$ cat config.mk
export PLATFORM = sky130hd
export DESIGN_NAME = mem_ooo_responder
export DESIGN_NICKNAME = d
export VERILOG_FILES = /design/src/rtl/mem_ooo_responder.sv
export SDC_FILE = /design/constraint.sdc
export NUM_CORES = 1
export LEC_CHECK = 0
export CAP_MARGIN = 20
export CORE_ASPECT_RATIO = 0.7
export CORE_MARGIN = 8
export CORE_UTILIZATION = 36
export DETAILED_ROUTE_END_ITERATION = 12
export DONT_BUFFER_PORTS = 1
export GPL_TIMING_DRIVEN = 0
export SYNTH_ARGS = -nofsm -noshare
export SYNTH_HDL_FRONTEND = slang
export SYNTH_SLANG_ARGS = --single-unit
$ cat constraint.sdc
create_clock -name clk -period 6.3 [get_ports clk]
set_input_delay 1.575 -clock clk [delete_from_list [all_inputs] [get_ports clk]]
set_output_delay 1.575 -clock clk [all_outputs]
set_load 0.005 [all_outputs]
$ cat src/rtl/mem_ooo_responder.sv
// Memory-side responder: accepts tagged reads into per-ID slots and returns each
// after an LFSR-chosen delay, round-robin arbitrated, so responses come back out of order.
module mem_ooo_responder #(
  parameter int          MEM_SIZE = 16,
  parameter int          IDWIDTH  = 4,
  parameter int          AWIDTH   = 40,
  parameter int          DWIDTH   = 32,
  parameter int          DLY_W    = 4,
  parameter int          DELAY_EN = 1,
  parameter logic [31:0] SEED     = 32'h1d76993a
) (
  input  logic               clk,
  input  logic               rst,
  input  logic               mem_req_val,
  input  logic [AWIDTH-1:0]  mem_req_addr,
  input  logic [IDWIDTH-1:0] mem_req_ID,
  output logic               mem_rsp_val,
  output logic [IDWIDTH-1:0] mem_rsp_ID,
  output logic [DWIDTH-1:0]  mem_rsp_data,
  output logic [IDWIDTH:0]   busy_cnt,
  output logic               err_dup
);

  localparam logic [31:0] POLY      = 32'h80200003;
  localparam logic [31:0] SEED_INIT = (SEED == 32'd0) ? 32'd1 : SEED;

  logic [MEM_SIZE-1:0] valid_reg;
  logic [MEM_SIZE-1:0] valid_next;
  logic [DLY_W-1:0]    cnt_reg  [MEM_SIZE];
  logic [DLY_W-1:0]    cnt_next [MEM_SIZE];
  logic [AWIDTH-1:0]   addr_reg [MEM_SIZE];
  logic [MEM_SIZE-1:0] eligible;

  logic [IDWIDTH-1:0]  ptr_reg;
  logic [31:0]         lfsr_reg;
  logic [31:0]         lfsr_next;
  logic                rsp_val_reg;
  logic [IDWIDTH-1:0]  rsp_id_reg;
  logic [DWIDTH-1:0]   rsp_data_reg;
  logic [IDWIDTH:0]    busy_cnt_reg;
  logic                err_dup_reg;

  logic                accept;
  logic                dup;
  logic [DLY_W-1:0]    delay;
  logic                grant_val;
  logic [IDWIDTH-1:0]  grant_id;
  logic [IDWIDTH-1:0]  arb_idx;
  logic [AWIDTH-1:0]   grant_addr;
  logic [DWIDTH-1:0]   grant_data;
  logic                unused_addr;

  assign accept    = mem_req_val & ~valid_reg[mem_req_ID];
  assign dup       = mem_req_val &  valid_reg[mem_req_ID];
  // Delay is drawn from the LFSR value before it advances for this request.
  assign delay     = (DELAY_EN != 0) ? lfsr_reg[DLY_W-1:0] : '0;
  assign lfsr_next = {1'b0, lfsr_reg[31:1]} ^ (lfsr_reg[0] ? POLY : 32'd0);

  for (genvar gi = 0; gi < MEM_SIZE; gi++) begin : g_slot
    logic hit_acc;
    logic hit_grant;
    assign hit_acc       = accept && (mem_req_ID == IDWIDTH'(gi));
    assign hit_grant     = grant_val && (grant_id == IDWIDTH'(gi));
    assign eligible[gi]  = valid_reg[gi] && (cnt_reg[gi] == '0);
    assign valid_next[gi] = hit_acc ? 1'b1 : (hit_grant ? 1'b0 : valid_reg[gi]);
    assign cnt_next[gi]  = hit_acc ? delay :
                           ((valid_reg[gi] && (cnt_reg[gi] != '0)) ? cnt_reg[gi] - 1'b1 : cnt_reg[gi]);
  end

  // Round-robin: first eligible slot at or after ptr, wrapping naturally in IDWIDTH bits.
  always_comb begin
    grant_val = 1'b0;
    grant_id  = '0;
    arb_idx   = '0;
    for (int i = 0; i < MEM_SIZE; i++) begin
      arb_idx = ptr_reg + IDWIDTH'(i);
      if (!grant_val && eligible[arb_idx]) begin
        grant_val = 1'b1;
        grant_id  = arb_idx;
      end
    end
  end

  assign grant_addr  = addr_reg[grant_id];
  assign unused_addr = ^grant_addr;

  if (AWIDTH >= DWIDTH) begin : g_trunc
    assign grant_data = grant_addr[DWIDTH-1:0];
  end else begin : g_zext
    assign grant_data = {{(DWIDTH-AWIDTH){1'b0}}, grant_addr};
  end

  always_ff @(posedge clk) begin
    if (accept) addr_reg[mem_req_ID] <= mem_req_addr;
  end

  always_ff @(posedge clk) begin
    if (rst) begin
      valid_reg    <= '0;
      for (int i = 0; i < MEM_SIZE; i++) cnt_reg[i] <= '0;
      ptr_reg      <= '0;
      lfsr_reg     <= SEED_INIT;
      rsp_val_reg  <= 1'b0;
      rsp_id_reg   <= '0;
      rsp_data_reg <= '0;
      busy_cnt_reg <= '0;
      err_dup_reg  <= 1'b0;
    end else begin
      valid_reg    <= valid_next;
      for (int i = 0; i < MEM_SIZE; i++) cnt_reg[i] <= cnt_next[i];
      rsp_val_reg  <= grant_val;
      if (grant_val) begin
        ptr_reg      <= grant_id + 1'b1;
        rsp_id_reg   <= grant_id;
        rsp_data_reg <= grant_data;
      end
      if (accept) lfsr_reg <= lfsr_next;
      if (accept && !grant_val)      busy_cnt_reg <= busy_cnt_reg + 1'b1;
      else if (!accept && grant_val) busy_cnt_reg <= busy_cnt_reg - 1'b1;
      if (dup) err_dup_reg <= 1'b1;
    end
  end

  assign mem_rsp_val  = rsp_val_reg;
  assign mem_rsp_ID   = rsp_id_reg;
  assign mem_rsp_data = rsp_data_reg;
  assign busy_cnt     = busy_cnt_reg;
  assign err_dup      = err_dup_reg;

endmodule

# Yosys cells after proc, flatten, opt, wreduce, memory -nomap -nowiden
# Memories as Yosys holds them, arrays and structs flattened. A register that Yosys moved wholly into a read port is not among the register bits.
# Index checks and enable logic that the tools add are counted.
[word_totals]
mem_count = 2
ramBits = 704
elab_cells = 428
register_bits = 63
out_inout_bits = 43
[mem_list]
columns = ["name", "words", "word_bits", "read_ports", "rd_clocked_by_memory_dff", "write_ports", "line_no", "text"]
rows = [
  ["addr_reg", 16, 40, 1, 1, 1, "31", "logic [AWIDTH-1:0] addr_reg [MEM_SIZE];"],
  ["cnt_reg", 16, 4, 16, 0, 16, "29", "logic [DLY_W-1:0] cnt_reg [MEM_SIZE];"],
]
[classes]
magnitude_cmp = 17
reduce_logical = 149
n_addsub = 34
n_bitwise = 20
n_eq_ne = 30
muxes = 154
[op_table]
columns = ["operator", "n"]
rows = [
  ["$mux 4", 64],
  ["$lt 4x5->1 const B", 17],
  ["$logic_and 1x1->1", 81],
  ["$logic_not 4->1", 18],
  ["$mux 1", 70],
  ["$bmux 1 s4", 17],
  ["$eq 4x4->1 const B", 16],
  ["$reduce_bool 4->1", 16],
  ["$sub 4x1->4 const B", 16],
  ["$reduce_bool 2->1", 17],
  ["$add 4x4->4 const B", 8],
  ["$eq 4x3->1 const B", 8],
  ["$mux 32", 1],
  ["$xor 31x32->32", 1],
  ["$logic_not 1->1", 17],
  ["$add 4x3->4 const B", 4],
  ["$eq 4x2->1 const B", 4],
  ["$or 1x1->1", 16],
  ["$mux 5", 2],
  ["$add 4x1->4 const B", 2],
  ["$add 4x2->4 const B", 2],
  ["$eq 4x1->1 const B", 2],
  ["$add 5x1->5 const B", 1],
  ["$sub 5x1->5 const B", 1],
  ["2 further kinds", 3],
]

# Depth between registers and ports, before layout
[depth]
depth_word = 54
mapped_depth = 24

# Worst setup path after synthesis
# Ideal clock, no wire load.
[synth_timing]
kind = "input to register"
start = "in mem_req_ID[0]"
end = "reg busy_cnt_reg[4] (netlist: busy_cnt[4])"
t_required_ps = 6230
setup_ps = 70
setup_slack_ps = 1146
n_path_buf = 3
path_stages = 15
arrival_ps = 5083
path_cell_list = "clkbuf_1 > mux4_2 > mux4_2 > nand2b_1 > clkbuf_1 > inv_1 > clkbuf_1 > ha_1 > inv_1 > ha_1 > a21o_1 > a21oi_1 > xnor2_1 > or3_1 > a21oi_1"
[synth_between]
elab_chain_len = 7
word_cells_on_any_way = 9
classes_between = "mux (3); bitwise (2); reduce/logical (4)"
[synth_rtl]
columns = ["element", "line_no", "text"]
rows = [
  ["from (decl)", "16", "input logic [IDWIDTH-1:0] mem_req_ID,"],
  ["$bmux 1 s4 *", "53", "assign accept = mem_req_val & ~valid_reg[mem_req_ID];"],
  ["$mux 1 (not written as such) *", "53", ""],
  ["$not 1->1 *", "53", ""],
  ["$and 1x1->1 *", "53", ""],
  ["net accept", "43", "logic accept;"],
  ["$logic_not 1->1", "119", "else if (!accept && grant_val) busy_cnt_reg <= busy_cnt_reg - 1'b1;"],
  ["$logic_and 1x1->1", "119", ""],
  ["$reduce_bool 2->1 (no source line)", "n/a", ""],
  ["to (signal assigned)", "118", "if (accept && !grant_val) busy_cnt_reg <= busy_cnt_reg + 1'b1;"],
  ["to (signal assigned)", "119", ""],
  ["to (decl)", "40", "logic [IDWIDTH:0] busy_cnt_reg;"],
]
# Mark *: on every way through the listed nets, which the timed path passes. The rest lies on a longest branch. The select of a mux whose other input is x is not followed.
# A chain may end at the register's enable or synchronous reset.

# Worst setup path after layout
[layout_timing]
start = "reg ptr_reg[0]"
end = "reg valid_reg[2]"
[layout_between]
elab_chain_len = 51
word_cells_on_any_way = 112
classes_between = "add/sub (15); eq/ne (1); mux (64); reduce/logical (32)"
[layout_rtl]
columns = ["element", "line_no", "text"]
rows = [
  ["from (decl)", "34", "logic [IDWIDTH-1:0] ptr_reg;"],
  ["from (signal assigned)", "113", "ptr_reg <= grant_id + 1'b1;"],
  ["branches (longest 49 deep; another with $add 4x1->4)", "n/a", ""],
  ["$logic_and 1x1->1 *", "63", "assign hit_grant = grant_val && (grant_id == IDWIDTH'(gi));"],
  ["$reduce_bool 2->1 (no source line) *", "n/a", ""],
  ["to (signal assigned)", "109", "valid_reg <= valid_next;"],
  ["to (decl)", "27", "logic [MEM_SIZE-1:0] valid_reg;"],
]
# Every way passes the cells marked *. The select of a mux whose other input is x is not followed.

==> results.md <==
- All-Layer GR Usage: 0.191
- # hold bufs at CTS: 0
- Hold/Removal Path Class: register to register
- HPWL Detailed: 62300 um
- Post-route clock period utilization: 0.968
- Post-synthesis cell area: 29600 sq um
- Buffers & Inverters on Critical Path: 6
- First-pass GRT wire length: 132000 um
- Share of the synthesized area in the top cell type: 0.519
- Multi-input logic area: 10100 sq um
- Slew Limit Headroom: 0.262
- Antenna violations before repair: 1
- Root buffer cell: clkbuf_16
- CTS sink count: 671
- Top-Level Pins: 90
- Via-to-Cell Ratio: 5.66
- Starting density of the core: 0.361
- Clock Skew: 0.0305 ns
- Nets: 2682
- Overflow after GRT: 0
- Worst slew pin tran: 1.11 ns
- Most used DFF post-synth: edfxtp_1
- Synth area leaders: edfxtp_1 (52%), dfxtp_1 (11%), nand2_1 (6.6%)
- Vias in the first global route: 20219
- Area leader, netlist: edfxtp_1
- Core box area: 81900 sq um
- Critical path depth in cells: 20
- Final worst slack: 0.199 ns
- Yosys warning total: 0
- Die area: 91800 sq um
- Largest net degree at the start of global routing: 33
- Seq cells post-synth: 671
- Number of flops mapped to enable cells by yosys: 512
- Rows: 88
- Top cells by count, synth: nand2_1 (524), edfxtp_1 (512), dfxtp_1 (159)
- Avg Cell Area, Syn: 11.9 sq um
- Post-synthesis cell count: 2496
- Htree depth: 3
- Critical path required time: 6.77 ns
- Filler cell count: 7601
- Critical Setup Path Class: register to register
- Maximum VDD drop: 0.439 mV
- Sequential-to-total area share from yosys stat: 0.627
- TritonCTS clock tree: done
- Setup violations, final: 0
- Storage element area: 18600 sq um
- Final Hold Fails: 0
- Chip width: 359 um
- Clk buf depth: 3
- Critical path's slowest cell: clkbuf_1
- R2r startpoint: ptr_reg[0]
- Insertion delay to the later sink of the worst-skew pair: 0.63 ns
- Status: complete, no violations
- R2R setup slack: 0.20 ns
- R2R depth: 20
- Tmin final: 6.10 ns
- Crit-path leading delay family: compound AO/OA/AOI/OAI gates
- Mapped Nets: 2592
- WHS Path Cells: 2
- Startpoint types: register
- CP cell instances: buf_6 -> inv_2 -> ha_1 -> buf_4 -> or2_2 -> o22ai_1 -> nor2_1 -> o22ai_1 -> or2_1 -> nor4b_2 -> a2111oi_0 -> nor4_1 -> o32a_1 -> buf_4 -> inv_2 -> clkbuf_1 -> ha_1 -> nand2_1 -> o21ai_0 -> a21oi_1
- GPL Wtd Cong: 0.896
- Count leader, synth: nand2_1
- Post-synth ARST share: 0
- Critical Path End Type: register
- Fraction of layout cells with a size suffix above 1: 0.105
- CTS Buf Count: 69
- DRC Markers: 0
- Place WS: -0.300 ns
- Max-cap violations: 0
- Leakage: 11.4 nW
- Reg-to-Reg End: valid_reg[2]
- Post-layout util: 0.410
- Port buffer count: 0
- DR WL/cell: 24.4 um
- Max reg flops: 512
- Chip Height: 256 um
- Crit path max fanout: 11
- Synthesis-to-layout area growth: 13.4%
- First-pass iteration count of the detailed router: 6
- Crit path DAT: 6.57 ns
- Max Fclk: 164 MHz
- Max Slew Vio Count: 0
- RSZ-0062 raised after global routing: no
- DR iter-0 viols: 2525
- Via Count: 21074
- WHS Endpoint: lfsr_reg[7]
- P per Cell Area: 582 nW/um^2
- Largest stage delay, worst path: 0.79 ns
- Synth cell types: 80
- Worst hold start: lfsr_reg[8]
- DRT Wirelength: 90700 um
- Post-DRT Antenna Nets: 0
- Clock Pin Slew Worst Setup and Hold Paths: 0.08 ns
## layout by cell type, fill, tap and decap left out, types with 11 or more instances in the layout
master and instances:
a21oi_1 87, xor2_1 31, xnor2_1 39, nor3_1 27
clkinv_1 11, edfxtp_1 512, inv_2 20, a32oi_1 108
and2_1 11, nand3b_1 16, mux2i_1 111, nand2_1 524
dfxtp_1 158, o211ai_1 14, buf_2 58, buf_12 15
clkbuf_16 69, mux4_2 15, o21ai_0 29, nor2_1 141
nand3_1 133, clkbuf_1 75, buf_4 16, inv_1 40
a211oi_1 83, ha_1 48, o22ai_1 29
## worst min-delay path: cells and delay by family, from the launching register on
family,cells,cell delay [ns]
DFF,1,0.31
AOI/OAI and AO/OA,1,0.05
and+or+nand+nor,1,0.06
## cell type report
class / count / area share
flip-flops and latches: 671 / 0.553
plain buffers: 143 / 0.0216
well taps: 1080 / 0.0403
diodes: 1 / 0.0000745
clock buffers: 94 / 0.0566
multi-input cells: 1619 / 0.301
clock inverters: 33 / 0.00939
repair buffers: 20 / 0.0108
inverters: 62 / 0.00704
## what timing repair did
| item | CTS | global route |
|---|---|---|
| resized for setup | 2 | 10 |
| setup endpoints to repair | 2 | 49 |
| setup buffers | 1 | 0 |
## how the worst max path moves through the flow
stage                             start  slack, ns         endpoint
after floorplan           mem_req_ID[0]       1.15      busy_cnt[4]
after global placement       ptr_reg[1]      -0.27      busy_cnt[4]
after detailed placement     ptr_reg[1]      -0.30      busy_cnt[4]
after CTS                    ptr_reg[1]       0.02      busy_cnt[4]
after global routing         ptr_reg[0]       0.05  mem_rsp_data[1]
final                        ptr_reg[0]       0.20     valid_reg[2]
## cell families (layout without fill, tap and decap cells)
family	after synthesis	in the layout	share of synthesized area
compound gates	429	429	0.107
simple gates	943	943	0.143
buf+inv	206	352	0.0323
fa+ha+maj	49	49	0.0210
mux	128	128	0.0497
xor+xnor	70	70	0.0207
flops	671	671	0.627
other cells	0	1	0
## metrics by stage
| stage | total power, mW | hold WS [ns] | cells | TNS [ns] | cell area [sq um] |
|---|---|---|---|---|---|
| floorplan | 11.6 | 0.432 | 2496 | 0 | 29600 |
| global placement | 15.2 | 0.439 | 3576 | -24.24 | 31000 |
| detailed placement | 15.4 | 0.450 | 3595 | -0.357 | 31300 |
| CTS | 19.4 | 0.459 | 3723 | 0 | 33600 |
| global route | 20.4 | 0.472 | 3722 | 0 | 33600 |
| finish | 19.5 | 0.456 | 3723 | 0 | 33600 |
## per-layer routing
metal,track usage,routed length [um],vias to the layer above
met2,0.279,38400,1101
met1,0.279,39600,10405
met4,0.0461,2020,0
met3,0.0516,10700,141
li1,-,-,9427
met5,0,0,-
## report_power, final
group / switching [mW] / internal (mW) / total (mW)
combinational: 7.17 / 3.18 / 10.3
clock: 1.77 / 2.27 / 4.04
sequential: 0.180 / 4.97 / 5.15
total: 9.11 / 10.4 / 19.5
Power figures use the tool's default switching activity.
